`src/rtl/rx_symbol_aligner.sv`:
```
// Comma-based symbol aligner: locates the K28.5 boundary in unaligned deserializer words and
// emits aligned symbols plus a write strobe for the elastic buffer, all in the write_clk domain.
module rx_symbol_aligner #(
  parameter int unsigned DATA_WIDTH = 10,
  parameter int unsigned LOCK_CNT   = 3,
  parameter int unsigned LOSS_CNT   = 2
) (
  input  logic                  write_clk,
  input  logic                  rst_n,
  input  logic                  rx_valid,
  input  logic [DATA_WIDTH-1:0] data_in,
  output logic [DATA_WIDTH-1:0] data_out,
  output logic                  data_valid,
  output logic                  locked,
  output logic                  comma_det,
  output logic [3:0]            align_offset
);

  localparam int unsigned           WinWidth = 2 * DATA_WIDTH;
  localparam logic [3:0]            LockCntL = 4'(LOCK_CNT);
  localparam logic [3:0]            LossCntL = 4'(LOSS_CNT);
  localparam logic [DATA_WIDTH-1:0] K28p5Neg = DATA_WIDTH'(10'h17C);
  localparam logic [DATA_WIDTH-1:0] K28p5Pos = DATA_WIDTH'(10'h283);

  typedef enum logic [1:0] {StUnlocked, StAcquire, StLocked} state_e;

  state_e                state_q, state_d;
  logic [DATA_WIDTH-1:0] prev_q;
  logic [3:0]            offset_q, offset_d;
  logic [3:0]            cnt_q, cnt_d;
  logic [3:0]            err_q, err_d;
  logic [DATA_WIDTH-1:0] data_out_q, data_out_d;
  logic                  locked_q, locked_d;
  logic                  comma_det_q, comma_det_d;

  logic [WinWidth-1:0]   window;
  logic [DATA_WIDTH-1:0] cand [DATA_WIDTH];
  logic [DATA_WIDTH-1:0] comma_hit;
  logic                  hit_any;
  logic                  hit_cur;
  logic [3:0]            hit_k;
  logic [3:0]            sel_off;

  function automatic logic [3:0] sat_inc(input logic [3:0] v);
    return (v == 4'hF) ? v : v + 4'd1;
  endfunction

  // prev_q holds the older word, so bit 0 of the window is the earliest received bit.
  assign window = {data_in, prev_q};

  always_comb begin
    for (int k = 0; k < DATA_WIDTH; k++) begin
      cand[k]      = window[k +: DATA_WIDTH];
      comma_hit[k] = (cand[k][6:0] == 7'b1111100) || (cand[k][6:0] == 7'b0000011);
    end
  end

  // Lowest matching offset wins.
  always_comb begin
    hit_any = 1'b0;
    hit_k   = '0;
    for (int k = 0; k < DATA_WIDTH; k++) begin
      if (comma_hit[k] && !hit_any) begin
        hit_any = 1'b1;
        hit_k   = 4'(k);
      end
    end
  end

  assign hit_cur = comma_hit[offset_q];

  always_comb begin
    state_d  = state_q;
    offset_d = offset_q;
    cnt_d    = cnt_q;
    err_d    = err_q;
    sel_off  = offset_q;

    if (!rx_valid) begin
      state_d = StUnlocked;
      cnt_d   = '0;
      err_d   = '0;
    end else begin
      unique case (state_q)
        StUnlocked: begin
          if (hit_any) begin
            offset_d = hit_k;
            sel_off  = hit_k;
            cnt_d    = 4'd1;
            err_d    = '0;
            state_d  = (LockCntL <= 4'd1) ? StLocked : StAcquire;
          end
        end
        StAcquire: begin
          if (hit_cur) begin
            cnt_d = sat_inc(cnt_q);
            if (cnt_d >= LockCntL) begin
              state_d = StLocked;
              err_d   = '0;
            end
          end else if (hit_any) begin
            offset_d = hit_k;
            sel_off  = hit_k;
            cnt_d    = 4'd1;
          end
        end
        StLocked: begin
          if (hit_cur) begin
            err_d = '0;
          end else if (hit_any) begin
            err_d = sat_inc(err_q);
            if (err_d >= LossCntL) begin
              state_d = StUnlocked;
              cnt_d   = '0;
            end
          end
        end
        default: begin
          state_d = StUnlocked;
        end
      endcase
    end

    data_out_d  = cand[sel_off];
    comma_det_d = (data_out_d == K28p5Neg) || (data_out_d == K28p5Pos);
    locked_d    = (state_d == StLocked);
  end

  always_ff @(posedge write_clk or negedge rst_n) begin
    if (!rst_n) begin
      state_q     <= StUnlocked;
      prev_q      <= '0;
      offset_q    <= '0;
      cnt_q       <= '0;
      err_q       <= '0;
      data_out_q  <= '0;
      locked_q    <= 1'b0;
      comma_det_q <= 1'b0;
    end else begin
      state_q     <= state_d;
      prev_q      <= data_in;
      offset_q    <= offset_d;
      cnt_q       <= cnt_d;
      err_q       <= err_d;
      data_out_q  <= data_out_d;
      locked_q    <= locked_d;
      comma_det_q <= comma_det_d;
    end
  end

  assign data_out     = data_out_q;
  assign data_valid   = locked_q;
  assign locked       = locked_q;
  assign comma_det    = comma_det_q;
  assign align_offset = offset_q;

endmodule

```
`config.mk`:
```
export PLATFORM = sky130hd
export DESIGN_NAME = rx_symbol_aligner
export DESIGN_NICKNAME = d
export VERILOG_FILES = /design/src/rtl/rx_symbol_aligner.sv
export SDC_FILE = /design/constraint.sdc
export NUM_CORES = 1
export LEC_CHECK = 0
export CAP_MARGIN = 10
export CORE_ASPECT_RATIO = 1.25
export CORE_MARGIN = 2
export CORE_UTILIZATION = 49
export CTS_CLUSTER_DIAMETER = 30
export DETAILED_ROUTE_END_ITERATION = 12
export PLACE_DENSITY = 0.71
export SYNTH_ARGS = -nofsm -noshare
export SYNTH_HDL_FRONTEND = slang
export SYNTH_SLANG_ARGS = --single-unit
```
`constraint.sdc`:
```
create_clock -name write_clk -period 6.4 [get_ports write_clk]
set_input_delay 1.6 -clock write_clk [delete_from_list [all_inputs] [get_ports write_clk]]
set_output_delay 1.6 -clock write_clk [all_outputs]
set_load 0.005 [all_outputs]
```
==> results of run 1 <==
## sequential cells by signal, indices dropped and copies added (netlist names)
| name | flops |
|---|---|
| comma_det | 1 |
| data_valid | 1 |
| cnt_q | 4 |
| err_q | 4 |
| state_q | 2 |
| align_offset | 4 |
| prev_q | 10 |
| data_out | 10 |
## cells in the mapped netlist, types with 7 or more instances
cell type | n | area share [%]
a211oi_1 | 8 | 1.9
a21oi_1 | 26 | 4.1
buf_2 | 7 | 1.1
clkbuf_1 | 17 | 2.0
dfrtp_1 | 36 | 29
ha_1 | 7 | 2.8
inv_1 | 14 | 1.7
mux2i_1 | 9 | 2.9
nand2_1 | 36 | 4.3
nand2b_1 | 8 | 1.6
nand3_1 | 26 | 4.1
nand4_1 | 10 | 2.0
nor2_1 | 26 | 3.1
nor3_1 | 7 | 1.1
o21ai_0 | 22 | 3.5
## layer usage
metal | track usage, % | vias to the layer above | share of wire [%]
met5 | 0 | - | 0
met4 | 13.9 | 0 | 4.8
met3 | 3.97 | 38 | 7.3
met2 | 43.6 | 184 | 48
met1 | 35.0 | 1520 | 40
li1 | - | 1523 | -
## metrics by stage
stage,worst slack [ns],hold WS [ns],instance area (um^2)
floorplan,1.23,0.494,3150
global placement,0.432,0.520,3500
detailed placement,0.357,0.546,3500
CTS,0.633,0.561,3620
global route,0.239,0.586,3620
finish,0.550,0.558,3620
## worst paths after layout
kind                              endpoint  slack (ns)
max                              comma_det        0.55
min                               err_q[1]        0.56
max reg2reg                      comma_det        1.72
min reg2reg                       err_q[1]        0.56
max in group asynchronous  align_offset[2]        4.43
min in group asynchronous         cnt_q[2]        1.41
## report_power, final
part,switching [uW],internal [uW]
clock network,86.1,138
logic,292,241
registers,44.9,272
## tightest hold or removal path, stage by stage (launching register included)
cell and delay (ns):
dfrtp_1 0.39, nand2_1 0.06, o21ai_0 0.06
## cell type report
cell class	count	area [um^2]	share of cell area [%]
repair buffers	39	360	9.95
multi-input cells	306	2060	56.9
clock buffers	7	96.3	2.66
well taps	85	106	2.94
clock inverters	1	30.0	0.829
flip-flops and latches	36	901	24.9
inverters	17	66.3	1.83
## cells by family after synthesis
family / share of synthesized area, %
and+or+nand+nor: 27.8
adders and majority gates: 2.78
DFF: 28.6
xor gates and xnor gates: 0.278
muxes: 6.43
AOI/OAI and AO/OA: 28.0
buffers and inverters: 6.07
==> reports/metrics.cfg, run 1 <==
[drt]
first_pass_iters=6
vias=3265
finalWirelength_um=9280
first_iter_violations=341
ant_nets=0
via_per_inst=6.65
wl_per_cell_um=18.9
drc=0

[finish]
nFillCells=555
nNetsFinal=425
antennaDiodeCount=0
instances_no_fill=491
area_growth_pct=14.8
drive_above_1_share_pct=11.3
fin_util_pct=58.4
layout_common_cells=nand2_1 (36), dfrtp_1 (36), clkdlybuf4s50_1 (28)

[yosys]
synth_edf_count=0
synth_cell_types=74
ys_seq_area_share_pct=28.6
syn_avg_cell_area_um2=8.15
synth-seq-cells=36
yosysWarnings=0
netlist_instances=387
syn_nets=407
synth_ff_type=dfrtp_1
ys_async_sr_fraction_pct=100
syn-cell-area_um2=3150

[sta]
setup_tns_ns=0
hold_viol_final=0
timing.slew.headroom_pct=42.1
setup_violations=0
rsz0062_at_grt=false
max_freq_mhz=171
slew_viol_final=0
worstMarginPinSlew_ns=0.868
post-route-period-util_pct=91.4
clock_skew_ns=0.00630
fin_crit_ns=5.85

[placement]
dp.cells=483
place.gp.congestion=0.976
portBuffers=29
place_hpwl_um=6700

[worst_setup_path]
crit_path_max_incr_delay_ns=0.65
crit_path_max_fanout=14
crit_start=data_in[1]
endpoint_kind=register
start_kind=primary input
path_class=in2reg
critical_path_arrival_ns=6.05
r2r_cells=13
critical-path-top-delay-family=simple AND/OR/NAND/NOR gates
slowest_stage=or4_4
cp.required_ns=6.60
cp_cell_sequence=clkdlybuf4s50_1 > or4_4 > o221ai_1 > o2111ai_1 > o221ai_1 > nor3_2 > buf_4 > o22ai_1 > nor2_1 > nor2_1 > o211ai_1 > a211o_1 > or4b_1 > o32ai_2
crit_cells=14
r2r_start=prev_q[6]
cp_num_buf_inv=2

[floorplanning]
die_x_um=75.8
rows=32
die_h_um=93.7
ios=30
core_area_um2=6210
start_util_pct=50.8
die_area_um2=7100

[cts]
clock_latency_ns=0.29
cts.repair.resized=0
cts_max_path_buffers=2
cts_hold_buf=0
cts_setup_buffers=0
cts_tree=done
cts.clk_slew.worst_paths_ns=0.07
cts_sinks=36
htree_levels=2
cts_buffers=5
clockRootBuffer=clkbuf_8

[grt]
overflow=0
grt_usage_pct=27.3
grt_max_degree=37
grt_antenna_before_repair=0
grt_first_pass_wirelength_um=14800
grt_pass1_vias=2994

[worst_hold_path]
whs_path_depth=2
hold_class=reg2reg
min-delay-start=err_q[1]

[power]
leakagePower_uw=0.00141
p_total_uw=1070
power_density_nw_per_um2=296
ir_drop_v=0.000185

[job]
maxCapViolations=0

[run_status]
status=finished clean

No activity file was read; power rests on OpenSTA's default activity.
==> run 2, diff against run 1 <==
--- a/config.mk
+++ b/config.mk
@@ -12,6 +12,7 @@
 export CTS_CLUSTER_DIAMETER = 30
 export DETAILED_ROUTE_END_ITERATION = 12
 export PLACE_DENSITY = 0.71
+export REMOVE_ABC_BUFFERS = 1
 export SYNTH_ARGS = -nofsm -noshare
 export SYNTH_HDL_FRONTEND = slang
 export SYNTH_SLANG_ARGS = --single-unit
==> reports/metrics.cfg, run 2 (synthesis results as in run 1) <==
[power]
comb_power_share_pct=49.8  ; +0.2 points
power_density_nw_per_um2=295  ; -0.44%
pwr-share-clk_pct=20.9  ; about the same
pwr-share-seq_pct=29.3  ; -0.2 points
p_sw_uw=423  ; about the same
p_int_uw=654  ; +0.59%
swShare_pct=39.3  ; -0.12 points
p_total_uw=1080  ; +0.39%
leakagePower_uw=0.00143  ; +1.3%
ir_drop_v=0.000175  ; -5.5%

[sta]
fin_crit_ns=5.86  ; +0.0104 ns
clock_skew_ns=0.00349  ; -0.00282 ns
timing.slew.headroom_pct=43.7  ; +1.6 points
post-route-period-util_pct=91.6  ; +0.16 points
worstMarginPinSlew_ns=0.844  ; -0.0236 ns
hold_viol_final=0  ; unchanged
holdWs_ns=0.569  ; +0.0107 ns
setup_violations=0  ; unchanged
setup_tns_ns=0  ; unchanged
slew_viol_final=0  ; unchanged
max_freq_mhz=171  ; -0.18%
rsz0062_at_grt=false

[finish]
fin_util_pct=58.9  ; +0.48 points
nFillCells=566  ; +2.0%
area_growth_pct=15.8
drive_above_1_share_pct=12.2  ; +0.87 points
layout_common_cells=nand2_1 (36), dfrtp_1 (36), clkdlybuf4s50_1 (28)
antennaDiodeCount=0  ; unchanged
nNetsFinal=429  ; +0.94%

[grt]
grt_usage_pct=28.3  ; +0.98 points
grt_pass1_vias=3102  ; +3.6%
grt_max_degree=37  ; unchanged
grt_antenna_before_repair=0  ; unchanged
overflow=0  ; unchanged
grt_first_pass_wirelength_um=15300  ; +3.7%

[worst_setup_path]
cp.required_ns=6.60  ; about the same
start_kind=primary input
r2r-end=comma_det
crit_path_max_fanout=11  ; -3
r2r_start=prev_q[9]
r2r_cells=13  ; unchanged
endpoint_kind=register
path_class=in2reg
rrSetupSlack_ns=1.71  ; about the same
critical_path_arrival_ns=6.06  ; about the same

[floorplanning]
die_area_um2=7100  ; unchanged
ios=30  ; unchanged
start_util_pct=50.8  ; unchanged
rows=32  ; unchanged
core_area_um2=6210  ; unchanged
die_h_um=93.7  ; unchanged
die_x_um=75.8  ; unchanged

[drt]
drc=0  ; unchanged
vias=3229  ; -1.1%
met2WireLength_um=4720  ; +6.2%
finalWirelength_um=9240  ; -0.46%
via_per_inst=6.52  ; -1.9%
first_pass_iters=5  ; -1
ant_nets=0  ; unchanged
route.met3.wl_um=569  ; -17%
met1Wirelength_um=3780  ; +1.6%
top_layer=met4
wl_per_cell_um=18.7  ; -1.3%
first_iter_violations=285  ; -16%

[cts]
cts_hold_buf=0  ; unchanged
htree_levels=2  ; unchanged
cts_max_path_buffers=2  ; unchanged
cts_tree=done
cts_buffers=5  ; unchanged
clockRootBuffer=clkbuf_8
cts.clk_slew.worst_paths_ns=0.07  ; about the same
clock_latency_ns=0.29  ; about the same
cts_sinks=36  ; unchanged
cts_setup_buffers=0  ; unchanged
cts.repair.resized=0  ; unchanged

[placement]
portBuffers=29  ; unchanged
place_hpwl_um=6810  ; +1.6%
place.gp.congestion=0.945  ; -3.2%

[run_status]
status=finished clean

[worst_hold_path]
min-delay-start=err_q[1]
whs_path_depth=2  ; unchanged
hold_class=reg2reg
min_to=err_q[1]

[job]
maxCapViolations=0  ; unchanged

==> run 2: cell count changes in the layout (fill, tap and decap cells not counted) <==
cell   change
buf_4      +4
==> run 2: layer usage <==
metal,GRT usage (%),vias to the layer above
met2,47.8,135
li1,-,1529
met4,9.94,0
met3,3.33,22
met5,0,-
met1,36.3,1543
==> run 2: metrics by stage <==
| stage | setup slack (ns) | area [um^2] | cells |
|---|---|---|---|
| floorplan | 0.962 | 3030 | 359 |
| global placement | 0.373 | 3530 | 487 |
| detailed placement | 0.360 | 3530 | 487 |
| CTS | 0.632 | 3650 | 495 |
| global route | 0.239 | 3650 | 495 |
| finish | 0.540 | 3650 | 495 |
==> run 2: how the worst max path moves through the flow <==
stage	slack [ns]	startpoint	endpoint
2_1_floorplan	0.96	data_in[0]	comma_det
3_3_place_gp	0.37	data_in[0]	comma_det
3_5_place_dp	0.36	data_in[0]	comma_det
4_1_cts	0.63	data_in[0]	comma_det
5_1_grt	0.24	data_in[0]	comma_det
6_report	0.54	data_in[0]	comma_det
==> run 2: layout make-up <==
class | count | area (um^2) | area share [%]
Clock inverter | 1 | 30.0 | 0.822
Inverter | 17 | 66.3 | 1.82
Timing Repair Buffer | 43 | 390 | 10.7
Multi-Input combinational cell | 306 | 2060 | 56.5
Sequential cell | 36 | 901 | 24.7
Clock buffer | 7 | 96.3 | 2.64
Tap cell | 85 | 106 | 2.91
==> run 2: power groups by stage <==
stage	sequential, uW	combinational (uW)	clock, uW
2_1_floorplan	311	318	0
3_3_place_gp	318	528	0
3_5_place_dp	319	529	0
4_1_cts	315	533	232
5_1_grt	322	588	242
6_report	316	537	225
==> run 2: worst max-delay path: stages <==
cell	delay (ns)
clkdlybuf4s50_1	0.55
and3_1	0.31
a32oi_1	0.38
nand3_1	0.12
and4_1	0.22
nor3_2	0.47
buf_4	0.28
o22ai_1	0.15
nor3_2	0.52
nand2_1	0.15
o221a_2	0.33
a211o_1	0.25
or4b_1	0.49
o32ai_2	0.25
